## src/rtl/aha_tlx_training_tx.sv

```systemverilog
// aha_tlx_training_tx
// TLX link training transmitter. On a START rising edge it latches a 32-bit
// training word and shifts it out on D_OUT LSB first, one bit per clock,
// repeating the word until LENGTH words are sent (AUTO_STOP=1) or a CLEAR
// rising edge aborts the run (AUTO_STOP=0 or any time). DONE is a sticky
// flag for a completed auto-stop run; SENT_COUNT counts complete words.
//
// Handshake: START and CLEAR are level inputs, sampled every cycle. Only a
// 0->1 transition is acted on. There is no backpressure: an accepted start
// edge begins transmission on the next cycle. CLEAR beats START when both
// rise together. Both are ignored while RESET is high.
//
// o_dbg_state exposes the FSM encoding (0=IDLE, 1=TRAINING, 2=FINISH) so
// that checkers can follow the run without probing internal signals.
module aha_tlx_training_tx (
  input  logic        CLK,
  input  logic        RESET,
  input  logic        START,
  input  logic        CLEAR,
  input  logic [31:0] SEQUENCE,
  input  logic [31:0] LENGTH,
  input  logic        AUTO_STOP,
  output logic        D_OUT,
  output logic        DONE,
  output logic        ACTIVE,
  output logic [31:0] SENT_COUNT,
  output logic [1:0]  o_dbg_state
);

  typedef enum logic [1:0] {
    IDLE     = 2'd0,
    TRAINING = 2'd1,
    FINISH   = 2'd2
  } state_t;

  state_t      r_state;
  logic        r_start_q;
  logic        r_clear_q;
  logic [31:0] r_seq;
  logic [31:0] r_len;
  logic        r_auto;
  logic [31:0] r_count;
  logic [4:0]  r_idx;
  logic        r_done;

  logic        w_start_pulse;
  logic        w_clear_pulse;
  logic        w_stop;
  logic        w_active;

  // Edge detection on the level inputs and the end-of-run condition.
  always_comb begin
    w_start_pulse = START & ~r_start_q;
    w_clear_pulse = CLEAR & ~r_clear_q;
    w_stop        = (r_state == TRAINING) & r_auto & (r_count == r_len);
    w_active      = (r_state == TRAINING) & ~w_stop;
  end

  // Control FSM with the bit index, word counter and latched run parameters.
  always_ff @(posedge CLK) begin
    if (RESET) begin
      r_state   <= IDLE;
      r_start_q <= 1'b0;
      r_clear_q <= 1'b0;
      r_seq     <= 32'd0;
      r_len     <= 32'd0;
      r_auto    <= 1'b0;
      r_count   <= 32'd0;
      r_idx     <= 5'd0;
      r_done    <= 1'b0;
    end else begin
      r_start_q <= START;
      r_clear_q <= CLEAR;
      case (r_state)
        IDLE: begin
          r_idx <= 5'd0;
          if (w_start_pulse & ~w_clear_pulse) begin
            r_state <= TRAINING;
            r_seq   <= SEQUENCE;
            r_len   <= LENGTH;
            r_auto  <= AUTO_STOP;
            r_count <= 32'd0;
            r_done  <= 1'b0;
          end
        end
        TRAINING: begin
          if (w_clear_pulse) begin
            r_state <= IDLE;
            r_idx   <= 5'd0;
          end else if (w_stop) begin
            r_state <= FINISH;
            r_done  <= 1'b1;
            r_idx   <= 5'd0;
          end else begin
            // 5-bit index wraps 31 -> 0 on its own; a wrap closes a word.
            r_idx <= r_idx + 5'd1;
            if (r_idx == 5'd31) begin
              r_count <= r_count + 32'd1;
            end
          end
        end
        FINISH: begin
          r_state <= IDLE;
          r_idx   <= 5'd0;
        end
        default: begin
          r_state <= IDLE;
          r_idx   <= 5'd0;
        end
      endcase
      // A clear edge always wipes the run result, whatever the state.
      if (w_clear_pulse) begin
        r_count <= 32'd0;
        r_done  <= 1'b0;
      end
    end
  end

  // Outputs are functions of registered state only; no input-to-output path.
  always_comb begin
    ACTIVE      = w_active;
    D_OUT       = w_active ? r_seq[r_idx] : 1'b0;
    DONE        = r_done;
    SENT_COUNT  = r_count;
    o_dbg_state = r_state;
  end

endmodule
```

## config.mk

```make
export PLATFORM = sky130hd
export DESIGN_NAME = aha_tlx_training_tx
export DESIGN_NICKNAME = d
export VERILOG_FILES = /design/src/rtl/aha_tlx_training_tx.sv
export SDC_FILE = /design/constraint.sdc
export NUM_CORES = 1
export LEC_CHECK = 0
export CORE_UTILIZATION = 40
export CTS_BUF_LIST = sky130_fd_sc_hd__clkbuf_4 sky130_fd_sc_hd__clkbuf_8
export CTS_CLUSTER_DIAMETER = 60
export DETAILED_ROUTE_END_ITERATION = 10
export GPL_TIMING_DRIVEN = 0
export PLACE_DENSITY_LB_ADDON = 0.15
export SLEW_MARGIN = 20
export SYNTH_ARGS = -nofsm -noshare
export SYNTH_HDL_FRONTEND = slang
export SYNTH_SLANG_ARGS = --single-unit
export TNS_END_PERCENT = 30
```

## constraint.sdc

```tcl
create_clock -name CLK -period 3.3 [get_ports CLK]
set_input_delay 0.66 -clock CLK [delete_from_list [all_inputs] [get_ports CLK]]
set_output_delay 0.66 -clock CLK [all_outputs]
set_load 0.01 [all_outputs]
```

==> impl_results.md <==
* Startpoint Class: register
* Final Instance Area at 0.00651 mm2
* Core box area at 0.0116 mm2
* Power Total at 2.53 mW
* Die Wd at 112 um
* Final WS setup at 0.114 ns
* Setup crit end: D_OUT
* IO buf count at 104
* Final period utilization at 96.5%
* Yosys reg bits at 107
* WL/cell at 16.1 um
* Sum Neg Setup Slack at 0 ns
* Worst hold path class: register to register
* Final WL at 13.7 mm
* Vias in the first global route at 4,427
* P_int at 1.86 mW
* R2r worst-path depth at 9
* Hold_buf cts at 0
* Reg2Reg Capture Point: SENT_COUNT[27]
* Prevailing post-synth register cell: dfxtp_1
* Clock slew at reported path FFs at 0.11 ns
* Tot GR Track Use at 22.0%
* Largest net degree at the start of global routing at 19
* Pre-Repair DR Iteration Count at 10
* H-Tree Level Count at 3
* Failing checks: DRC
* Fmax at 0.314 GHz
* Worst vdd ir at 224 uV
* HPWL Detailed at 10.2 mm
* Hold Violations, Final at 0
* # fillers at 1,108
* Leakage power at 2.08 nW
* Non-Filler Instances at 850
* Residual DRC at 4
* First-pass GRT wire length at 21.7 mm
* Syn Inst Count at 585
* CTS tree: yes
* Antenna cells at 0
* Placement Setup Slack at -0.110 ns
* GP Congestion at 0.867
* Relative max-transition margin at 59.9%
* # setup viols final at 0
* Yosys warns at 0
* Syn Nets at 657
* Buffer levels on the longest clock path at 2
* Total gr overflow at 0
* Netlist Area Pre-Place at 0.00486 mm2
* MaxCap Viol Count at 0
* I/O pin count at 106
* Net Switching at 0.671 mW
* Switching share of total power at 26.5%
* Final net count at 774
* Worst path required time at 2.64 ns
* Post-synthesis sequential area ratio at 44.0%
* Power per cell area at 389 mW/mm2
* Worst Setup End Kind: output port
* FF-to-FF setup slack at 0.64 ns
* Share of layout cells above drive strength 1 at 13.4%
* Clock tree sinks at 107
* Drt initial violations at 359
* Clock power share at 33.4%
* Reg2reg start: SENT_COUNT[4]
* Tightest Pin Transition at 0.602 ns
* CP startpoint: SENT_COUNT[2]
* EDFF count, synth at 0
* Antenna Nets Post-Route at 0
* Outcome: finished, violations left
* Syn avg cell area at 8.31 um2
* Fin crit period at 3.19 ns
* CP max FO at 8
* Initial antenna violation count at 0
* Combinational share of power at 12.9%
* Final Skew at 0.00860 ns
* Part of the power in registers at 53.7%
* Area after DPL at 0.00608 mm2
* Crit path arrival time at 2.53 ns
* Synth cell types at 45
* Clk_lat worst skew at 0.38 ns
* Max-slew violations at 0
* Initial Util at 41.9%
* Root Buffer: clkbuf_8
* Inserted Clock Buffers at 9
* Site row count at 39
* DIE AREA at 0.0126 mm2
* Die H at 112 um
* Vias at 4,577
* Dpl cells at 832
* Async set-reset flop share out of synthesis at 0%
* Crit Path Class: register to output port
* Layout area overhead at 33.9%
* RSZ-0062 raised after global routing: false
* DR vias/cell at 5.38
-- power groups by stage --
stage / Sequential [mW] / Combinational [mW] / Clock, mW
4_1_cts: 1.37 / 0.319 / 0.857
3_5_place_dp: 1.39 / 0.309 / 0
2_1_floorplan: 1.39 / 0.165 / 0
3_3_place_gp: 1.39 / 0.303 / 0
5_1_grt: 1.37 / 0.355 / 0.912
6_report: 1.36 / 0.326 / 0.846
-- per-stage QoR --
stage,utilization [%],hold WS (ns)
floorplan,-,0.433
global placement,52.4,0.440
detailed placement,52.4,0.446
CTS,55.1,0.461
global route,56.1,0.478
finish,56.1,0.459
-- critical path, cell delays in order, from the launching register on --
cell	delay [ns]
dfxtp_4	0.40
xnor2_4	0.20
nand4_1	0.13
or4_4	0.53
or3_4	0.42
nand2_2	0.12
nor2_1	0.06
dlygate4sd2_1	0.28
-- how the worst min path moves through the flow --
stage          cells past startpoint  slack (ns)         to       from
2_1_floorplan                      2        0.43  r_seq[10]  r_seq[10]
3_3_place_gp                       2        0.44  r_seq[20]  r_seq[20]
3_5_place_dp                       2        0.45   r_seq[6]   r_seq[6]
4_1_cts                            2        0.46   r_seq[6]   r_seq[6]
5_1_grt                            2        0.48  r_seq[22]  r_seq[22]
6_report                           2        0.46  r_seq[15]  r_seq[15]
-- layout by cell type (no fill, tap or decap), types with 2 or more instances in the layout --
master / synthesis / final
and3_1: 2 / 2
a21oi_1: 94 / 94
or3_1: 11 / 10
nand2_1: 151 / 150
buf_1: 4 / 3
or4b_2: 3 / 3
xnor2_1: 34 / 24
o31ai_1: 10 / 10
xnor2_4: 0 / 4
o21ai_0: 13 / 13
mux2i_1: 2 / 2
inv_6: 0 / 2
dfxtp_1: 107 / 76
dfxtp_2: 0 / 22
dfxtp_4: 0 / 9
clkbuf_1: 24 / 23
nor2b_1: 4 / 3
nand4_1: 14 / 14
mux4_2: 10 / 10
or4_2: 2 / 2
clkdlybuf4s50_1: 0 / 102
inv_1: 13 / 13
nand4b_1: 3 / 3
o21ai_1: 2 / 2
buf_4: 3 / 6
buf_2: 2 / 2
o41ai_1: 7 / 7
nand3_1: 18 / 18
xnor2_2: 0 / 6
nor2_1: 16 / 16
clkbuf_8: 0 / 9
or2_2: 3 / 3
nor3_1: 4 / 4
or4_4: 0 / 2
ha_1: 3 / 3
or4_1: 9 / 7
-- registers in the layout (all words and copies together), names as in the netlist --
| register | count |
|---|---|
| r_start_q | 1 |
| o_dbg_state | 2 |
| r_clear_q | 1 |
| r_seq | 32 |
| r_idx | 5 |
| r_auto | 1 |
| r_len | 32 |
| SENT_COUNT | 32 |
| DONE | 1 |
-- kinds of logic (layout without fill, tap and decap cells) --
logic type	count (synthesis)	count (layout)	share of synthesized area [%]
buffers and inverters	47	169	4.04
multiplexers	12	12	5.04
AND/OR/NAND/NOR	251	251	24.9
XOR/XNOR	35	35	6.30
AO/OA/AOI/OAI	130	130	14.9
flip-flops	107	107	44.0
adder cells (fa/ha/maj)	3	3	0.772
-- cell type report --
class	count	area (um2)	area share, %
timing repair buffer	106	1060	16.2
clock buffer	10	131	2.02
buffer	34	153	2.34
tap	143	179	2.75
multi-input combinational	431	2670	41.0
sequential	107	2200	33.8
inverter	13	48.8	0.749
clock inverter	6	72.6	1.11
-- synthesized netlist by cell type, types with 3 or more instances --
master | number | share of area (%)
clkbuf_1 | 24 | 1.9
or4b_2 | 3 | 0.62
nand4b_1 | 3 | 0.54
nor2_1 | 16 | 1.2
buf_1 | 4 | 0.31
or4_1 | 9 | 1.4
mux4_2 | 10 | 4.6
nand3_1 | 18 | 1.9
or3_1 | 11 | 1.4
nand2_1 | 151 | 12
o31ai_1 | 10 | 1.5
o21ai_0 | 13 | 1.3
a21oi_1 | 94 | 9.7
nor2b_1 | 4 | 0.51
ha_1 | 3 | 0.77
nand4_1 | 14 | 1.8
or2_2 | 3 | 0.39
buf_4 | 3 | 0.46
dfxtp_1 | 107 | 44
inv_1 | 13 | 1.0
nor3_1 | 4 | 0.41
xnor2_1 | 34 | 6.1
o41ai_1 | 7 | 1.3
-- routing by layer --
metal  routed length (um)  global-route usage (%)  share of wire, %
met2                 6520                    37.8                48
met4                  272                    6.22               2.0
met3                  934                    4.97               6.8
met5                    0                       0                 0
met1                 5990                    27.9                44
-- timing repair --
action | CTS | global route
setup endpoints to repair | 2 | 2
buffers inserted | 0 | 2
pin swaps | 1 | 6
resized for setup | 34 | 32
Note: power is estimated with default switching activity, not from simulation.
